[src/rtl/pit8253_arbiter.sv]
// Arbiter between the CPU port and a background player FIFO for the 8253 bus.
// Define PIT8253_ARB_COLLIDE_EN to keep a sticky collision flag.
module pit8253_arbiter #(
    parameter int FIFO_AW = 3
) (
    input  logic       clk,
    input  logic       reset,
    input  logic       ce,
    input  logic [1:0] cpu_a,
    input  logic       cpu_wr,
    input  logic       cpu_rd,
    input  logic [7:0] cpu_din,
    output logic [7:0] cpu_dout,
    input  logic       pl_push,
    input  logic [1:0] pl_a,
    input  logic [7:0] pl_d,
    output logic       pl_full,
    output logic       pl_empty,
    output logic       pl_ovf,
    output logic [1:0] pit_a,
    output logic       pit_wr,
    output logic       pit_rd,
    output logic [7:0] pit_din,
    input  logic [7:0] pit_dout,
    output logic       collision
);

    localparam int DEPTH = 1 << FIFO_AW;
    localparam logic [FIFO_AW:0] FULL_CNT = (FIFO_AW + 1)'(DEPTH);
    localparam logic [FIFO_AW:0] TWO_CNT = (FIFO_AW + 1)'(2);

    typedef enum logic {
        S_IDLE,
        S_PAIR
    } state_t;

    state_t             state_q, state_d;
    logic [1:0]         pair_n_q, pair_n_d;
    logic [9:0]         mem_q [DEPTH];
    logic [FIFO_AW-1:0] wp_q, wp_d;
    logic [FIFO_AW-1:0] rp_q, rp_d;
    logic [FIFO_AW:0]   cnt_q, cnt_d;
    logic               ovf_q, ovf_d;
    logic [2:0][1:0]    rl_q, rl_d;
    logic [2:0]         tog_q, tog_d;
    logic [2:0]         tcpu_q, tcpu_d;

    logic       cpu_act;
    logic       full;
    logic       empty;
    logic       lock;
    logic [1:0] head_a;
    logic [7:0] head_d;
    logic [3:0] pairable;
    logic       head_pair;
    logic       pl_rdy;
    logic       pl_iss;
    logic [1:0] cpu_n;
    logic       cpu_hit;
    logic       abort;
    logic       pop;
    logic       push_ok;
    logic       iss_wr;

    assign cpu_act  = cpu_wr | cpu_rd;
    assign cpu_dout = pit_dout;
    assign full     = (cnt_q == FULL_CNT);
    assign empty    = (cnt_q == '0);
    assign pl_full  = full;
    assign pl_empty = empty;
    assign pl_ovf   = ovf_q;

    assign head_a = mem_q[rp_q][9:8];
    assign head_d = mem_q[rp_q][7:0];

    // A counter is locked while its LSB came from the CPU and the MSB has not.
    assign lock = |(tog_q & tcpu_q);

    always_comb begin
        pairable = 4'b0000;
        for (int n = 0; n < 3; n++) begin
            pairable[n] = (rl_q[n] == 2'd3) && !tog_q[n];
        end
    end

    assign head_pair = pairable[head_a];

    always_comb begin
        pl_rdy = 1'b0;
        if (!empty) begin
            if (state_q == S_PAIR) begin
                pl_rdy = 1'b1;
            end else begin
                pl_rdy = !lock && (!head_pair || cnt_q >= TWO_CNT);
            end
        end
    end

    assign pl_iss = ce && !reset && !cpu_act && pl_rdy;

    assign cpu_n   = (cpu_a == 2'd3) ? cpu_din[7:6] : cpu_a;
    assign cpu_hit = (cpu_n == pair_n_q);
    assign abort   = ce && !reset && cpu_wr
                     && (state_q == S_PAIR) && cpu_hit;

    assign pop     = pl_iss || (abort && !empty);
    assign push_ok = pl_push && (!full || pop);
    assign iss_wr  = ce && !reset && (cpu_wr || pl_iss);

    always_comb begin
        pit_a   = 2'd0;
        pit_wr  = 1'b0;
        pit_rd  = 1'b0;
        pit_din = 8'd0;
        if (cpu_act) begin
            pit_a   = cpu_a;
            pit_wr  = cpu_wr;
            pit_rd  = cpu_rd;
            pit_din = cpu_din;
        end else if (pl_iss) begin
            pit_a   = head_a;
            pit_wr  = 1'b1;
            pit_din = head_d;
        end
    end

    // Shadow of the timer's read/load mode and LSB/MSB toggle.
    always_comb begin
        rl_d   = rl_q;
        tog_d  = tog_q;
        tcpu_d = tcpu_q;
        if (iss_wr) begin
            for (int n = 0; n < 3; n++) begin
                if (pit_a == 2'd3) begin
                    if (pit_din[7:6] == 2'(n) && pit_din[5:4] != 2'd0) begin
                        rl_d[n]   = pit_din[5:4];
                        tog_d[n]  = 1'b0;
                        tcpu_d[n] = 1'b0;
                    end
                end else if (pit_a == 2'(n) && rl_q[n] == 2'd3) begin
                    tog_d[n]  = ~tog_q[n];
                    tcpu_d[n] = cpu_act;
                end
            end
        end
    end

    always_comb begin
        wp_d  = push_ok ? wp_q + 1'b1 : wp_q;
        rp_d  = pop ? rp_q + 1'b1 : rp_q;
        ovf_d = ovf_q | (pl_push & full & ~pop);
        unique case ({push_ok, pop})
            2'b10:   cnt_d = cnt_q + 1'b1;
            2'b01:   cnt_d = cnt_q - 1'b1;
            default: cnt_d = cnt_q;
        endcase
    end

    always_comb begin
        state_d  = state_q;
        pair_n_d = pair_n_q;
        if (abort) begin
            state_d = S_IDLE;
        end else if (pl_iss) begin
            if (state_q == S_IDLE && head_pair) begin
                state_d  = S_PAIR;
                pair_n_d = head_a;
            end else begin
                state_d = S_IDLE;
            end
        end
    end

    always_ff @(posedge clk) begin
        if (reset) begin
            state_q  <= S_IDLE;
            pair_n_q <= 2'd0;
            wp_q     <= '0;
            rp_q     <= '0;
            cnt_q    <= '0;
            ovf_q    <= 1'b0;
            rl_q     <= '0;
            tog_q    <= 3'b000;
            tcpu_q   <= 3'b000;
        end else begin
            state_q  <= state_d;
            pair_n_q <= pair_n_d;
            wp_q     <= wp_d;
            rp_q     <= rp_d;
            cnt_q    <= cnt_d;
            ovf_q    <= ovf_d;
            rl_q     <= rl_d;
            tog_q    <= tog_d;
            tcpu_q   <= tcpu_d;
        end
    end

    always_ff @(posedge clk) begin
        if (push_ok) begin
            mem_q[wp_q] <= {pl_a, pl_d};
        end
    end

`ifdef PIT8253_ARB_COLLIDE_EN
    logic coll_q, coll_d;

    assign coll_d = coll_q | abort;

    always_ff @(posedge clk) begin
        if (reset) begin
            coll_q <= 1'b0;
        end else begin
            coll_q <= coll_d;
        end
    end

    assign collision = coll_q;
`else
    assign collision = 1'b0;
`endif

endmodule

[config.mk]
export PLATFORM = sky130hd
export DESIGN_NAME = pit8253_arbiter
export DESIGN_NICKNAME = d
export VERILOG_FILES = /design/src/rtl/pit8253_arbiter.sv
export SDC_FILE = /design/constraint.sdc
export NUM_CORES = 1
export LEC_CHECK = 0
export CAP_MARGIN = 20
export CORE_MARGIN = 2
export CORE_UTILIZATION = 23
export DETAILED_ROUTE_END_ITERATION = 8
export PLACE_DENSITY = 0.5
export SYNTH_ARGS = -nofsm -noshare
export SYNTH_HDL_FRONTEND = slang
export SYNTH_SLANG_ARGS = --single-unit
[constraint.sdc]
create_clock -name clk -period 3.5 [get_ports clk]
set_input_delay 0.7 -clock clk [delete_from_list [all_inputs] [get_ports clk]]
set_output_delay 0.7 -clock clk [all_outputs]
set_load 0.03 [all_outputs]
## Word level (Yosys, flattened, before mapping)

Memory sizes are Yosys's and may differ from the RTL's. A register that Yosys moved wholly into a read port is not among the register bits.
Cells that the tools add are included.
Widths: inputs -> output; s select.

| cells by class | value |
|---|---|
| add/subtract/negate cells | 4 |
| reductions and logical operators | 50 |
| mux-type cells | 33 |
| $mul | 0 |
| shift operators | 0 |
| order comparisons | 2 |
| bitwise logic cells | 11 |
| div/mod/pow operators | 0 |
| eq/ne operators | 16 |

Operators with widths:

| operator | count |
|---|---|
| $mux 1 | 24 |
| $reduce_and 3->1 | 7 |
| $logic_and 1x1->1 | 20 |
| $eq 2x2->1 const B | 8 |
| $mux 8 | 2 |
| $reduce_bool 2->1 | 5 |
| $logic_not 1->1 | 9 |
| $pmux 4 s2 | 1 |
| $add 3x1->3 const B | 2 |
| $eq 2x1->1 const B | 3 |
| $mux 2 | 3 |
| $mux 3 | 2 |
| $ne 2x1->1 const B | 3 |
| $not 1->1 | 6 |
| $add 4x1->4 const B | 1 |
| $eq 4x4->1 const B | 1 |
| $ge 4x2->1 const B | 1 |
| $logic_not 2->1 | 2 |
| $logic_not 4->1 | 1 |
| $logic_or 1x1->1 | 4 |
| $sub 4x1->4 const B | 1 |
| $and 3x3->3 | 1 |
| $lt 2x3->1 const B | 1 |
| $reduce_or 3->1 | 1 |
| 5 further kinds | 7 |

| storage, ports and cells | value |
|---|---|
| RAM bits | 80 |
| input port bits | 34 |
| memories kept | 1 |
| output and inout port bits | 24 |
| word-level logic and storage cells | 132 |
| latch bits | 0 |
| ROM bits | 0 |
| flip-flop bits (word level) | 26 |

Memory list:

| memory | depth | width | rd ports | clocked after memory_dff | wr ports | RTL line | source |
|---|---|---|---|---|---|---|---|
| mem_q | 8 | 10 | 1 | 1 | 1 | 39 | `logic [9:0] mem_q [DEPTH];` |

## Logic depth before layout (Yosys ltp)

| depth | value |
|---|---|
| word-level depth | 16 |
| mapped depth | 12 |
| gate-level depth less buffers | 11 |

## Worst setup path after synthesis

No wires, ideal clock.

| timing | value |
|---|---|
| kind | reg2reg |
| start point | register with a tool-made name |
| end point | memory mem_q[4][0] (enable) |
| data required time | 3.093 ns |
| period minus slack after synthesis | 3.649 ns |
| buffers on the path | 0 |
| data arrival time | 3.242 ns |
| path slack | -0.149 ns |
| setup time | 0.407 ns |
| stages on the path, launching flop included | 9 |
| cell sequence | dfxtp_1 > mux4_2 > mux2_4 > a211oi_4 > a211oi_4 > o21ai_2 > nor2_1 > nor2_1 > nor4b_1 |

RTL lines:

| what | RTL line |
|---|---|
| end: declaration | 39 |

==> qor.yml <==
timing:
  fin_skew_ns: 0.0115
  slew_violations: 0
  tightestPinTransition_ns: 0.553
  rsz0062_at_grt: "false"
  finalHoldViolations: 0
  min_period_ns: 3.38
  fmax_mhz: 296
  slew_headroom_pct: 62.7
  fin_crit_sh_pct: 96.5
  setup_tns_ns: 0
  setup_viol: 0
  finalWorstSetupSlack_ns: 0.121
power:
  pwr-share-seq_pct: 54.5
  switchingPower_uw: 617
  ir_drop_uv: 182
  pwr-share-comb_pct: 9.6
  pwr_density_cell_nw_per_um2: 439
  totalPowerFinal_uw: 2630
  p_sw_share_pct: 23.5
  leakage_uw: 0.00200
  clockPowerShare_pct: 35.9
  internal_power_uw: 2010
final_layout:
  seqCellArea_um2: 2990
  drive_gt1_share_pct: 22.9
  fin_area_um2: 5990
  nets: 443
  area_delta_synth_final_pct: 22.8
  postLayoutCoreUtil_pct: 28.7
  fill_cells: 2107
  multiInputGateArea_um2: 1760
clocking:
  clkLatencyLatePin_ns: 0.36
  clock-sinks: 109
  clkTransAtPathRegs_ns: 0.07
  cts_made_buffers: 9
  postCtsSetupRepairBufs: 0
  cts_hold_buf: 0
  cts_buffer_depth: 2
  htree_levels: 3
  tritoncts: "built"
  cts.root.buffer_cell: "clkbuf_16"
yosys:
  synth_cell_types: 54
  synth_nets: 386
  async_reset_ff_share_pct: 0
  synth_top_cells_by_count: "edfxtp_1 (80), dfxtp_1 (29), nor2_1 (23)"
  netlist_area_um2: 4870
  synth_top_area_share_pct: 49.3
  yosys.area.top_type: "edfxtp_1"
  synth_area_leaders: "edfxtp_1 (49%), dfxtp_1 (12%), mux4_2 (8.3%), mux2i_1 (4.3%), nor2_1 (1.8%)"
  syn_avg_cell_area_um2: 14.0
  ys_seq_area_share_pct: 61.2
  synthFlopType: "edfxtp_1"
  synth_most_common_cell: "edfxtp_1"
  synth_seq_cells: 109
  synth_edf_count: 80
  synth_cells: 349
  yosysWarnings: 0
drt:
  post_drt_wl_per_cell_um: 15.7
  ant_nets: 0
  drc: 0
  drt-initial-drc-count: 190
  vias: 3023
  wl_um: 10800
  first_pass_iters: 5
  viasPerCell: 4.40
floorplanning:
  std_cell_rows: 53
  start_util_pct: 23.3
  pin_count: 58
  core_area_um2: 20900
  die_area_um2: 22400
  die_w_um: 150
  die_y_um: 150
global_route:
  antenna_found_initial: 1
  grt_pass1_wl_um: 16600
  grt_use_total_pct: 10.1
  grt-ovfl-total: 0
  use_met3_pct: 2.68
  grt.busiest_layer: "met2"
  grt_max_degree: 32
  grt_pass1_vias: 2984
  grt_util_met1_pct: 12.1
  gr-usage-met2_pct: 17.0
status:
  status: "complete, no violations"
worst_setup_path:
  path_max_fanout: 9
  crit_required_ns: 2.80
  path_class: "reg -> out"
  worstSetupStartpointType: "flop"
  worstSetupEndpointType: "output pin"
  arrival_ns: 2.68
worst_hold_path:
  worstHoldPathType: "reg -> reg"
placed_design:
  hpwlAfterDp_um: 7720
  gp_congestion: 0.795
  port-buffer-count: 40
  dpl_cell_area_um2: 5700
  dp_slack_ns: 0.115
run:
  maxCapViolations: 0
==> critical path: stages (launching register included) <==
cell and delay (ns):
dfxtp_2 0.39, mux4_2 0.50, mux2_4 0.34, a211oi_4 0.23
a211oi_4 0.07, buf_4 0.18, o31a_1 0.35, inv_1 0.10
buf_4 0.16
==> area by class of cell <==
class	instances	area share, %
diodes	1	0.0418
clock buffers	10	3.83
clock inverters	6	0.711
inverters	12	0.753
multi-input cells	207	29.4
flip-flops and latches	109	49.9
well taps	275	5.75
repair buffers	67	9.62
==> path summary, 6_finish.rpt <==
kind	start	end	slack, ns	depth (start not counted)
hold / removal	pl_ovf	pl_ovf	0.48	2
hold reg to reg	pl_ovf	pl_ovf	0.48	2
setup / recovery	flop	pit_din[7]	0.12	8
setup reg to reg	flop	cnt_q[2]	0.46	11
==> through the flow <==
stage | hold WS, ns | std cells
6_report | 0.476 | 687
3_5_place_dp | 0.468 | 670
5_1_grt | 0.503 | 686
4_1_cts | 0.482 | 686
3_3_place_gp | 0.466 | 670
2_1_floorplan | 0.450 | 349
==> repair_timing <==
action,4_1_cts,5_1_grt
resized for setup,5,2
setup endpoints to repair,8,2
pin swaps,0,2
==> state kept, by name, summed over array words and instances, names as in the netlist, named ones only <==
register	count
cnt_q	4
mem_q	80
state_q	1
tog_q	3
rp_q	3
rl_q	6
pair_n_q	2
tcpu_q	3
wp_q	3
pl_ovf	1
==> placed cells by master, fill, tap and decap left out, types with 2 or more instances in the layout <==
master	netlist	final
and3_1	2	2
clkbuf_16	0	9
mux2i_1	21	21
buf_4	11	38
xor2_1	4	4
a211oi_4	2	2
nand2_1	21	21
nor3_1	6	6
nand2b_1	11	11
a31oi_1	4	4
dfxtp_2	0	3
nor4b_2	0	2
nand4_1	3	3
mux2_4	2	2
or3_1	2	2
inv_1	12	12
or2_2	3	3
nor2_1	23	23
mux4_2	18	18
o31a_1	3	3
a21o_1	2	2
nand3_1	12	12
o21ai_0	12	10
clkdlybuf4s50_1	0	29
inv_6	0	3
a22o_1	2	2
and2_1	3	3
a21oi_1	8	8
or4_1	2	2
ha_1	3	3
o21ai_2	3	2
a2111oi_4	2	2
nor2b_1	3	3
edfxtp_1	80	80
o21ai_1	3	5
a211o_1	2	2
xnor2_1	4	4
nor4_2	0	3
dfxtp_1	29	26
==> logic make-up after synthesis <==
logic type                 Yosys count  synth area share (%)
DFF                                109                  61.2
xor gates and xnor gates             8                  1.44
muxes                               42                  13.5
buffers and inverters               33                  3.57
other                                1                0.0769
AOI/OAI and AO/OA                   54                  9.22
and+or+nand+nor                     99                  10.2
adders and majority gates            3                 0.770
==> layer usage <==
metal  vias to the layer above  part of all wire (%)
li1                       1433                     -
met5                         -                     0
met4                         0                   1.7
met1                      1513                    43
met3                        17                   5.3
met2                        60                    50
==> power groups by stage <==
stage	clock network [µW]	logic, µW	registers (µW)
finish	943	253	1430
global route	1020	277	1440
CTS	980	258	1430
detailed placement	0	255	1460
global placement	0	252	1460
floorplan	0	161	1460
Note: power is estimated with default switching activity, not from simulation.
